==> src/rtl/regs_param.sv <==
// Parametrised register file for the picoMIPS datapath. Register %0 reads zero.
// After reset a clear engine zeroes every register in turn; busy is high while it runs.
module regs_param #(
    parameter int N       = 8,
    parameter int NREGS   = 8,
    parameter int A       = $clog2(NREGS),
    parameter int BYPASS  = 1,
    parameter int TAP_REG = NREGS - 1
) (
    input  logic         clk,
    input  logic         reset,
    input  logic         w,
    input  logic [A-1:0] waddr,
    input  logic [N-1:0] wdata,
    input  logic [A-1:0] raddr1,
    input  logic [A-1:0] raddr2,
    output logic [N-1:0] rdata1,
    output logic [N-1:0] rdata2,
    output logic [N-1:0] tap,
    output logic         busy
);

    typedef enum logic {INIT, RUN} state_t;

    state_t       state;
    logic [A-1:0] cnt;
    logic [N-1:0] gpr [1:NREGS-1];
    logic [NREGS-1:1] reg_we;
    logic [N-1:0] reg_d;

    always_ff @(posedge clk) begin
        if (reset) begin
            state <= INIT;
            cnt   <= A'(1);
        end else if (state == INIT) begin
            cnt <= cnt + A'(1);
            if (cnt == A'(NREGS - 1))
                state <= RUN;
        end
    end

    // The clear engine and user writes share one write port; INIT owns it exclusively.
    always_comb begin
        reg_we = '0;
        for (int i = 1; i < NREGS; i++) begin
            if (state == INIT)
                reg_we[i] = (cnt == A'(i));
            else
                reg_we[i] = w && (waddr == A'(i));
        end
    end

    assign reg_d = (state == INIT) ? '0 : wdata;

    always_ff @(posedge clk) begin
        if (!reset) begin
            for (int i = 1; i < NREGS; i++) begin
                if (reg_we[i])
                    gpr[i] <= reg_d;
            end
        end
    end

    function automatic logic [N-1:0] read_port(input logic [A-1:0] addr);
        read_port = '0;
        if (state == RUN && addr != '0) begin
            if (BYPASS != 0 && w && waddr == addr) begin
                read_port = wdata;
            end else begin
                for (int i = 1; i < NREGS; i++) begin
                    if (addr == A'(i))
                        read_port = gpr[i];
                end
            end
        end
    endfunction

    always_comb begin
        rdata1 = read_port(raddr1);
        rdata2 = read_port(raddr2);
    end

    // The tap observes storage only, so a pending write shows up one cycle later.
    generate
        if (TAP_REG == 0) begin : g_tap_zero
            assign tap = '0;
        end else begin : g_tap_reg
            assign tap = (state == RUN) ? gpr[TAP_REG] : '0;
        end
    endgenerate

    assign busy = (state == INIT);

endmodule

==> config.mk <==
export PLATFORM = sky130hd
export DESIGN_NAME = regs_param
export DESIGN_NICKNAME = d
export VERILOG_FILES = /design/src/rtl/regs_param.sv
export SDC_FILE = /design/constraint.sdc
export NUM_CORES = 1
export LEC_CHECK = 0
export ABC_AREA = 1
export BUFFER_PORTS_ARGS = -buffer_cell sky130_fd_sc_hd__buf_2
export CORE_MARGIN = 2
export CORE_UTILIZATION = 60
export CTS_BUF_LIST = sky130_fd_sc_hd__clkbuf_2 sky130_fd_sc_hd__clkbuf_4 sky130_fd_sc_hd__clkbuf_8
export CTS_CLUSTER_DIAMETER = 200
export CTS_CLUSTER_SIZE = 12
export DETAILED_ROUTE_END_ITERATION = 16
export PLACE_DENSITY = 0.82
export REMOVE_ABC_BUFFERS = 1
export SKIP_CTS_REPAIR_TIMING = 1
export SYNTH_ARGS = -nofsm -noshare
export SYNTH_HDL_FRONTEND = slang
export SYNTH_SLANG_ARGS = --single-unit
==> constraint.sdc <==
create_clock -name clk -period 1.8 [get_ports clk]
set_input_delay 0.27 -clock clk [delete_from_list [all_inputs] [get_ports clk]]
set_output_delay 0.27 -clock clk [all_outputs]
set_load 0.01 [all_outputs]
* Word level (Yosys, flattened, before mapping)
Memory sizes are Yosys's and may differ from the RTL's. Index checks and enable logic that the tools add are counted.
Word-level totals: logic and storage cells 122, register bits after elaboration 4, output and inout port bits 25, memories 1, input bits 20, bits in writable memories 56
Operators by class: multiplexer cells 68, bitwise operators 1, reductions and logical operators 19, equality and inequality tests 30, add/sub/neg operators 1
Memory list:
- gpr | depth 7, width 8, read ports 7, clocked after memory_dff 0, wr ports 1, line 27 | logic [N-1:0] gpr [1:NREGS-1];
Operators by type and width (count):
- $mux W8 | 26
- $eq A3 B3 Y1 const B | 16
- $reduce_or A8 Y1 | 6
- $mux W1 | 36
- $eq A3 B2 Y1 const B | 8
- $mux W3 | 6
- $eq A3 B1 Y1 const B | 4
- $logic_and A1 B1 Y1 | 11
- $eq A3 B3 Y1 | 2
- $reduce_bool A3 Y1 | 2
- $add A3 B1 Y3 const B | 1
- $not A1 Y1 | 1

* Logic depth before layout (Yosys ltp)
Gate-level depths: netlist of run 1.
depth after elaboration 13, gate-level depth with buffers 10, gate-level depth less buffers 9

* Worst setup path before layout of run 1
No wires, ideal clock.
path kind input to output, start point input raddr1[1], end point output rdata1[3], path buffers 1, arrival 1362 ps, required time 1530 ps, cell stages on the path 8, path slack 168 ps, cell sequence buf_4 nor3_1 nand2_1 nand2_1 nor2_1 nand3_2 nand2_1 a21oi_1
On the way: cells in the longest elaborated chain, start to end 10, elaborated cells on any way between the ends 20, classes of those cells eq/ne: 8; mux: 9; reduce/logical: 3
RTL lines:
- from (decl) | line 15 | input logic [A-1:0] raddr1,
- $eq A3 B1 Y1 | line 71 | if (addr == A'(i))
- $mux W8 (7 in a row) | line 71
- $mux W8 | line 67 | if (BYPASS != 0 && w && waddr == addr) begin
- $mux W8 (*) | line 66 | if (state == RUN && addr != '0) begin
- to (decl) | line 17 | output logic [N-1:0] rdata1,
Mark *: on every way between the ends. The rest lies on a longest branch, timed or not.

==> results of run 1 <==
through the flow:
| step | util (%) | setup WS, ns | cell area (um^2) | std cells | setup TNS, ns |
|---|---|---|---|---|---|
| after global routing | 78.3 | -0.0878 | 4340 | 584 | -0.414 |
| after CTS | 74.7 | -0.0717 | 4140 | 581 | -0.417 |
| after detailed placement | 70.4 | 0.00250 | 3900 | 565 | 0 |
| after floorplan | - | -0.389 | 3410 | 425 | -6.01 |
| final | 78.3 | 0.0136 | 4340 | 584 | 0 |
| after global placement | 70.4 | 0.0628 | 3900 | 565 | 0 |
registers in the layout, indices dropped and copies added (netlist names):
name and cells:
gpr 56, cnt 3, state 1
cell usage in the layout, fill, tap and decap left out, drive strengths merged:
cell type | Yosys | layout
a21oi | 21 | 21
xor2 | 2 | 2
o211ai | 1 | 1
clkinvlp | 0 | 1
bufinv | 0 | 3
nand3 | 27 | 27
or2 | 4 | 4
o21ai | 34 | 34
clkinv | 1 | 2
clkbuf | 4 | 13
a22oi | 1 | 1
a31oi | 2 | 2
edfxtp | 56 | 56
nand4 | 17 | 17
buf | 5 | 68
nand2 | 123 | 123
nor2 | 51 | 51
inv | 68 | 69
dfxtp | 4 | 4
nor3 | 7 | 7
ha | 6 | 6
power groups by stage:
stage                     Sequential [mW]  Combinational, mW  Clock (mW)
after floorplan                      1.70              0.295           0
after global routing                 1.69              0.655        1.51
after detailed placement             1.70              0.513           0
final                                1.68              0.594        1.47
after CTS                            1.67              0.517        1.47
after global placement               1.70              0.497           0
critical path: cells and delay by family, from the launching register on:
kind | cells | cell delay [ns]
DFF | 1 | 0.36
AOI/OAI and AO/OA | 1 | 0.06
buffers and inverters | 2 | 0.27
and+or+nand+nor | 4 | 0.50
per-layer routing:
layer / vias up / wire length [um]
li1: 1571 / -
met1: 1459 / 3670
met2: 282 / 4630
met3: 46 / 1100
met4: 0 / 393
met5: - / 0
worst max path at each step:
stage / end / slack, ns / cells past startpoint
6_report: rdata1[3] / 0.01 / 7
5_1_grt: rdata1[3] / -0.09 / 7
4_1_cts: rdata1[7] / -0.07 / 6
3_5_place_dp: rdata2[0] / 0.003 / 11
3_3_place_gp: rdata2[4] / 0.06 / 11
2_1_floorplan: rdata2[1] / -0.39 / 4
area by class of cell:
type                       instances  area, um^2  area share [%]
timing repair inverter             1        7.51           0.173
clock inverter                     5         100            2.31
multi-input combinational        296        1490            34.4
timing repair buffer              70         474            10.9
sequential                        60        1760            40.6
clock buffer                      11         139            3.20
tap                               72        90.1            2.08
inverter                          69         274            6.31
kinds of logic (layout without fill, tap and decap cells):
| family | after synthesis | after routing | synth area share, % |
|---|---|---|---|
| simple gates | 229 | 229 | 28.6 |
| compound gates | 59 | 59 | 8.85 |
| fa+ha+maj | 6 | 6 | 2.17 |
| flops | 60 | 60 | 50.8 |
| xor+xnor | 2 | 2 | 0.506 |
| buf+inv | 78 | 156 | 9.06 |
==> run summary, run 1 <==
## Status
• finished, final reports clean — outcome

## Power and ir drop
• 44.9% — part of the power in registers
• 0.960 mW — P_sw
• 2.78 mW — internal power contribution
• 3.74 mW — Pwr Total
• 862 mW/mm^2 — total power density per cell area
• 39.3% — clock share of power
• 25.7% — Switching Fraction
• 0.901 mV — Peak supply drop
• 15.9% — power share of the combinational group
• 2.09 nW — Leakage Power

## Placed design
• 6660 um — placed wire-length estimate after detailed placement
• 44 — buffers added on ports
• 0.956 — routability-driven placement congestion ratio

## Layout
• 25.2% — Synth-to-Final Area Change
• 533 — nets@finish
• 0 — # diodes
• 26.2% — fraction of layout cells with a size suffix above 1
• 347 — # fillers

## Setup path
• state$_SDFF_PP0_ — Reg2Reg Launch Point
• 1.52 ns — CP Data Arrival Time
• inv_1 > nor2_1 > nor2_1 > nand3_2 > nand2_1 > a21oi_1 > buf_2 — ordered list of cells on the worst path
• 1.53 ns — data required time of the worst path
• gpr[0][62]$_DFFE_PP_ — Reg-to-Reg End
• gpr[0][27]$_DFFE_PP_ — launching instance or port of the critical path
• 2 — top fanout value on the critical path
• 0.36 ns — slowest cell delay on critical path
• reg2out — Critical Setup Path Class
• 4 — cell count of the worst reg-to-reg path
• sky130_fd_sc_hd__edfxtp_1 — Critical-path top delay cell
• 0.27 ns — internal reg-to-reg setup slack
• output pin — sort of element at the end of the critical path
• sky130_fd_sc_hd__nor2_1 — Most common cell on crit path
• flip-flop — Setup crit start kind

## Die
• 62.5% — starting utilization of the core area
• 45 — number of top-level design ports
• 80.0 um — Vert. Die Dim
• 80.0 um — floorplan die width
• 27 — # rows
• 0.00640 mm^2 — Die ar.
• 0.00554 mm^2 — core footprint

## CTS
• 2 — maximum number of buffers from clock root to sink
• 3 — # H-tree levels
• 9 — cts bufs inserted
• 60 — CTS Sinks
• 0.34 ns — clock network latency to the later pin of the worst-skew pair
• sky130_fd_sc_hd__clkbuf_8 — CTS root buffer
• 0.06 ns — CTS clk-pin slew, worst paths
• yes — CTS tree

## Timing
• 1.79 ns — final worst path period need
• 0 — Hold Fails Final Rpt
• true — unrepaired setup endpoints after global routing
• 0.349 ns — slew at the pin with the worst max-slew slack
• 560 MHz — highest achievable clock rate
• 76.7% — tightest slew margin relative to the limit
• 0 — final setup vio count
• 0 — Final Max Slew Viols
• 0.0147 ns — worst clock skew on the final layout
• 0.247 ns — worst hold margin
• 99.2% — part of the cycle the worst path needs

## Drt
• 9790 um — WL final
• 5.75 — average vias per placed instance
• 0 — DRT antenna net count
• 3,358 — overall via count from detail_route
• 16.8 um — WL per Instance
• 5 — number of iterations in the first detailed-routing pass
• 0 — drc violations
• 461 — number of DRC markers after the initial detailed-route iteration

## Logic synthesis
• 7.98 um^2 — average size of a mapped cell
• 0% — FFs w/ async S/R, synth
• 56 — count of flip-flops with a built-in enable after synthesis
• 0 — Yosys warning count
• sky130_fd_sc_hd__edfxtp_1 — cell accounting for the most synthesized area
• 0.00346 mm^2 — cell area after technology mapping
• 50.8% — fraction of the yosys area taken by sequential cells
• 25 — synth unique cells
• 434 — cell count after synthesis
• sky130_fd_sc_hd__edfxtp_1 — primary flip-flop cell chosen by synthesis mapping
• 60 — number of register bits inferred by synthesis
• 123 x sky130_fd_sc_hd__nand2_1, 63 x sky130_fd_sc_hd__inv_1, 56 x sky130_fd_sc_hd__edfxtp_1 — most frequent cells after synthesis
• sky130_fd_sc_hd__nand2_1 — most frequent cell after synthesis
• 48.5% — area share of the largest cell type after synthesis
• sky130_fd_sc_hd__edfxtp_1 49%, sky130_fd_sc_hd__nand2_1 13%, sky130_fd_sc_hd__inv_1 6.8% — largest cells by area after synthesis

## Job
• 0 — number of max-cap violations

## Hold path
• in2reg — Min-Delay Path Class
• 3 — Worst Hold Depth
• cnt[0]$_SDFFE_PP1N_ — endpoint of the worst hold path
• reset — hold path startpoint

## Global route
• met2 — most used routing layer
• 0 — overall overflow remaining after global route
• 14,300 um — global-route wire length before repair
• 2,962 — vias in the first global route
• 5.32% — met3 Resource Use GR
• 47.2% — met2 Usage GRT
• 39.5% — grt met1 use
• 0 — antenna violations before repair
• 29.9% — global-route total usage across every layer
• 30 — maximum number of pins on one net before global-route repair

Power figures use the tool's default switching activity.
==> inputs of run 2 (changes only) <==
==> constraint.sdc (replaced) <==
create_clock -name clk -period 2 [get_ports clk]
set_input_delay 0.3 -clock clk [delete_from_list [all_inputs] [get_ports clk]]
set_output_delay 0.3 -clock clk [all_outputs]
set_load 0.01 [all_outputs]
==> run 2 against run 1 <==
Against the previous run: count of clock-buffer cells in the layout decreased by 2; global-route usage decreased by 0.44 points; hold slack improved by 0.045 ns; critical path type is now in2out.
==> run summary, run 2 (same netlist as run 1, synthesis figures left out) <==
## Status
• finished, final reports clean — outcome

## Setup path
• in2out — Critical Setup Path Class
• primary input — Setup crit start kind
• gpr[0][61]$_DFFE_PP_ — Reg-to-Reg End
• output pin — sort of element at the end of the critical path
• 1.70 ns — data required time of the worst path
• 0.40 ns — internal reg-to-reg setup slack
• 4 — cell count of the worst reg-to-reg path
• buf_2 > inv_2 > nand3_1 > inv_2 > nand2_1 > nand2_1 > inv_1 > nand3_2 > nand2_1 > a21oi_1 > buf_2 — ordered list of cells on the worst path
• 1.61 ns — CP Data Arrival Time
• sky130_fd_sc_hd__inv_2 — Critical-path top delay cell
• buffers and inverters — CP delay by family, top
• 5 — number of buffers and inverters on the critical path
• sky130_fd_sc_hd__nand2_1 — Most common cell on crit path
• 0.20 ns — slowest cell delay on critical path
• 9 — top fanout value on the critical path
• state$_SDFF_PP0_ — Reg2Reg Launch Point

## Timing
• 0.0868 ns — Worst Setup Slack, final
• 0.354 ns — slew at the pin with the worst max-slew slack
• 523 MHz — highest achievable clock rate
• 1.91 ns — final worst path period need
• 0 — final setup vio count
• 0 — Final Max Slew Viols
• 0.292 ns — worst hold margin
• 0 ns — final setup TNS
• 0 — Hold Fails Final Rpt
• 76.1% — tightest slew margin relative to the limit
• 95.7% — part of the cycle the worst path needs
• 0.0112 ns — worst clock skew on the final layout

## Layout
• 430 — # fillers
• 524 — nets@finish
• 0 — # diodes
• 575 — number of non-filler instances in the completed layout
• 0.00413 mm^2 — cell area after layout
• 122 x sky130_fd_sc_hd__nand2_1, 62 x sky130_fd_sc_hd__inv_1, 56 x sky130_fd_sc_hd__edfxtp_1, 51 x sky130_fd_sc_hd__nor2_1, 43 x sky130_fd_sc_hd__buf_2 — most used cells in the layout excluding fill and tap cells
• 56 — number of flip-flops under the largest register name
• gpr — register with the most flip-flops
• 74.5% — post-layout utilization of the core
• 19.1% — Synth-to-Final Area Change
• gpr (56), cnt (3), state (1) — largest registers ranked by flip-flop count
• 19.7% — fraction of layout cells with a size suffix above 1
• sky130_fd_sc_hd__nand2_1 — most common cell after layout, fill and taps aside

## Placed design
• 558 — DP Cell Count
• 44 — buffers added on ports
• 0.00385 mm^2 — DP Area
• 0.0803 ns — worst setup timing slack at the placement stage
• 0.936 — routability-driven placement congestion ratio
• 6600 um — placed wire-length estimate after detailed placement

## Global route
• 0 — overall overflow remaining after global route
• 14,200 um — global-route wire length before repair
• 29.4% — global-route total usage across every layer
• 0 — antenna violations before repair
• 2,870 — vias in the first global route
• 30 — maximum number of pins on one net before global-route repair

## Hold path
• in2reg — Min-Delay Path Class
• reset — hold path startpoint
• 3 — Worst Hold Depth
• cnt[0]$_SDFFE_PP1N_ — endpoint of the worst hold path

## Power and ir drop
• 0.789 mV — Peak supply drop
• 45.8% — part of the power in registers
• 3.29 mW — Pwr Total
• 25.7% — Switching Fraction
• 797 mW/mm^2 — total power density per cell area
• 14.7% — power share of the combinational group
• 2.44 mW — internal power contribution
• 2.01 nW — Leakage Power
• 39.5% — clock share of power
• 0.846 mW — P_sw

## CTS
• 60 — CTS Sinks
• 0.33 ns — clock network latency to the later pin of the worst-skew pair
• 3 — # H-tree levels
• 0.06 ns — CTS clk-pin slew, worst paths
• 9 — cts bufs inserted
• 2 — maximum number of buffers from clock root to sink
• yes — CTS tree
• sky130_fd_sc_hd__clkbuf_8 — CTS root buffer

## Die
• 0.00640 mm^2 — Die ar.
• 80.0 um — Vert. Die Dim
• 27 — # rows
• 0.00554 mm^2 — core footprint
• 80.0 um — floorplan die width
• 62.5% — starting utilization of the core area
• 45 — number of top-level design ports

## Drt
• 350 — number of DRC markers after the initial detailed-route iteration
• 5.56 — average vias per placed instance
• 5 — number of iterations in the first detailed-routing pass
• 0 — DRT antenna net count
• 3,195 — overall via count from detail_route
• 9190 um — WL final
• 0 — drc violations
• 16.0 um — WL per Instance

## Job
• 0 — number of max-cap violations

[run 2: how the worst max path moves through the flow]
stage	slack [ns]	cells after the start	from	endpoint
after floorplan	-0.22	4	state$_SDFF_PP0_	rdata2[1]
after global placement	0.13	11	raddr1[1]	rdata1[1]
after detailed placement	0.08	9	raddr2[2]	rdata2[4]
after CTS	-0.03	6	state$_SDFF_PP0_	rdata1[5]
after global routing	-0.0009	11	w	rdata2[4]
final	0.09	11	raddr1[1]	rdata1[3]
[run 2: power groups by stage]
stage	registers [mW]	clock network, mW	logic [mW]
finish	1.51	1.30	0.483
global route	1.51	1.36	0.536
CTS	1.51	1.31	0.464
detailed placement	1.53	0	0.461
global placement	1.53	0	0.442
floorplan	1.53	0	0.266
[run 2: area by class of cell]
type / instances / area [um^2] / area share, %
flip-flops and latches: 60 / 1760 / 42.7
multi-input cells: 296 / 1410 / 34.3
repair buffers: 62 / 358 / 8.67
inverters: 69 / 265 / 6.43
clock buffers: 9 / 124 / 3.00
clock inverters: 7 / 114 / 2.76
well taps: 72 / 90.1 / 2.18
[run 2: metal layers]
layer  share of wire [%]  vias up  wire, um  GRT usage [%]
met5                   0        -         0              0
met4                 1.3        0       115           7.63
met3                 9.8       15       903           5.20
met2                  47      182      4340           48.3
met1                  42     1448      3830           40.6
li1                    -     1550         -              -
[run 2: tightest hold or removal path, stage by stage]
cell and delay, ns:
sky130_fd_sc_hd__buf_2 0.16, sky130_fd_sc_hd__a21oi_1 0.05, sky130_fd_sc_hd__o21ai_0 0.07
==> inputs of run 3 (changes only) <==
==> constraint.sdc (replaced) <==
create_clock -name clk -period 2 [get_ports clk]
set_input_delay 0.3 -clock clk [delete_from_list [all_inputs] [get_ports clk]]
set_output_delay 0.3 -clock clk [all_outputs]
set_load 0.05 [all_outputs]
==> run 3 against run 2 <==
Against the previous run: count of clock-buffer cells in the layout is the same; worst setup slack lost 0.085 ns; maximum frequency is 4.3% lower; clock skew shrank 0.00078 ns; critical path type unchanged.
==> run summary, run 3 (same netlist as run 1, synthesis figures left out) <==
## Timing
• 0.0105 ns — worst clock skew on the final layout
• 0 — final setup vio count
• 0.326 ns — slew at the pin with the worst max-slew slack
• 2.00 ns — final worst path period need
• 0 — Hold Fails Final Rpt
• 99.9% — part of the cycle the worst path needs
• 78.1% — tightest slew margin relative to the limit
• 0.00138 ns — Worst Setup Slack, final
• 0 — Final Max Slew Viols
• 500 MHz — highest achievable clock rate

## Die
• 80.0 um — Vert. Die Dim
• 0.00554 mm^2 — core footprint
• 62.5% — starting utilization of the core area
• 80.0 um — floorplan die width
• 0.00640 mm^2 — Die ar.
• 45 — number of top-level design ports
• 27 — # rows

## Drt
• 3,343 — overall via count from detail_route
• 0 — drc violations
• 5.77 — average vias per placed instance
• 7 — number of iterations in the first detailed-routing pass
• 16.5 um — WL per Instance
• 9540 um — WL final
• 413 — number of DRC markers after the initial detailed-route iteration
• 0 — DRT antenna net count

## Layout
• 22.8% — Synth-to-Final Area Change
• 119 x sky130_fd_sc_hd__nand2_1, 56 x sky130_fd_sc_hd__inv_1, 56 x sky130_fd_sc_hd__edfxtp_1, 50 x sky130_fd_sc_hd__nor2_1, 30 x sky130_fd_sc_hd__buf_4 — most used cells in the layout excluding fill and tap cells
• 528 — nets@finish
• 56 — number of flip-flops under the largest register name
• 23.5% — fraction of layout cells with a size suffix above 1
• gpr — register with the most flip-flops
• 0 — # diodes
• 378 — # fillers
• sky130_fd_sc_hd__nand2_1 — most common cell after layout, fill and taps aside
• gpr (56), cnt (3), state (1) — largest registers ranked by flip-flop count

## Global route
• 0 — antenna violations before repair
• 3,061 — vias in the first global route
• 0 — overall overflow remaining after global route
• 14,400 um — global-route wire length before repair
• 30 — maximum number of pins on one net before global-route repair
• 30.0% — global-route total usage across every layer

## Status
• finished, final reports clean — outcome

## CTS
• 60 — CTS Sinks
• yes — CTS tree
• sky130_fd_sc_hd__clkbuf_8 — CTS root buffer
• 0.34 ns — clock network latency to the later pin of the worst-skew pair
• 0.06 ns — CTS clk-pin slew, worst paths
• 2 — maximum number of buffers from clock root to sink
• 3 — # H-tree levels
• 9 — cts bufs inserted

## Power and ir drop
• 738 mW/mm^2 — total power density per cell area
• 2.03 nW — Leakage Power
• 0.529 mV — Peak supply drop
• 3.14 mW — Pwr Total

## Placed design
• 6580 um — placed wire-length estimate after detailed placement
• -0.0235 ns — worst setup timing slack at the placement stage
• 0.938 — routability-driven placement congestion ratio
• 44 — buffers added on ports

## Setup path
• 1.70 ns — CP Data Arrival Time
• in2out — Critical Setup Path Class
• primary input — Setup crit start kind
• 1.70 ns — data required time of the worst path
• output pin — sort of element at the end of the critical path
• 6 — top fanout value on the critical path

## Hold path
• in2reg — Min-Delay Path Class

## Job
• 0 — number of max-cap violations

## run 3: metrics by stage
step / cell area (um^2) / setup TNS, ns / instances / hold slack (ns) / utilization [%]
2_1_floorplan: 3410 / -20.32 / 425 / 0.400 / -
3_3_place_gp: 3870 / 0 / 561 / 0.505 / 69.9
3_5_place_dp: 3870 / -0.0479 / 561 / 0.520 / 69.9
4_1_cts: 4060 / -0.0779 / 577 / 0.255 / 73.3
5_1_grt: 4250 / -0.101 / 579 / 0.293 / 76.8
6_report: 4250 / 0 / 579 / 0.273 / 76.8
## run 3: worst paths after layout
path	start	endpoint	cells after the start	slack [ns]
max	waddr[1]	rdata1[0]	10	0.001
min	reset	cnt[0]$_SDFFE_PP1N_	3	0.27
max reg2reg	state$_SDFF_PP0_	gpr[0][59]$_DFFE_PP_	4	0.51
min reg2reg	cnt[0]$_SDFFE_PP1N_	cnt[0]$_SDFFE_PP1N_	1	0.54
## run 3: power by group
group | switching [mW] | internal [mW] | leakage [nW]
Clock | 0.491 | 0.567 | 0.0926
Sequential | 0.0448 | 1.46 | 0.562
Combinational | 0.390 | 0.181 | 1.38
## run 3: layout make-up
class	count	area (um^2)	share of cell area, %
Clock buffer	9	124	2.91
Clock inverter	7	67.6	1.59
Inverter	69	274	6.44
Multi-Input combinational cell	296	1460	34.2
Sequential cell	60	1760	41.4
Tap cell	72	90.1	2.12
Timing Repair Buffer	65	472	11.1
Timing Repair inverter	1	7.51	0.177
## run 3: layer usage
metal | global-route usage (%) | part of all wire (%) | vias up
li1 | - | - | 1562
met1 | 38.9 | 39 | 1530
met2 | 48.0 | 48 | 217
met3 | 7.81 | 10 | 34
met4 | 11.9 | 2.7 | 0
met5 | 0 | 0 | -
## run 3: worst max-delay path, cell delays in order
cell,delay (ns)
sky130_fd_sc_hd__buf_2,0.13
sky130_fd_sc_hd__inv_1,0.09
sky130_fd_sc_hd__nand2_1,0.08
sky130_fd_sc_hd__nand2_1,0.08
sky130_fd_sc_hd__nor3_4,0.27
sky130_fd_sc_hd__clkinvlp_4,0.27
sky130_fd_sc_hd__o21ai_2,0.10
sky130_fd_sc_hd__nor2_1,0.06
sky130_fd_sc_hd__nor2_1,0.14
sky130_fd_sc_hd__buf_6,0.18
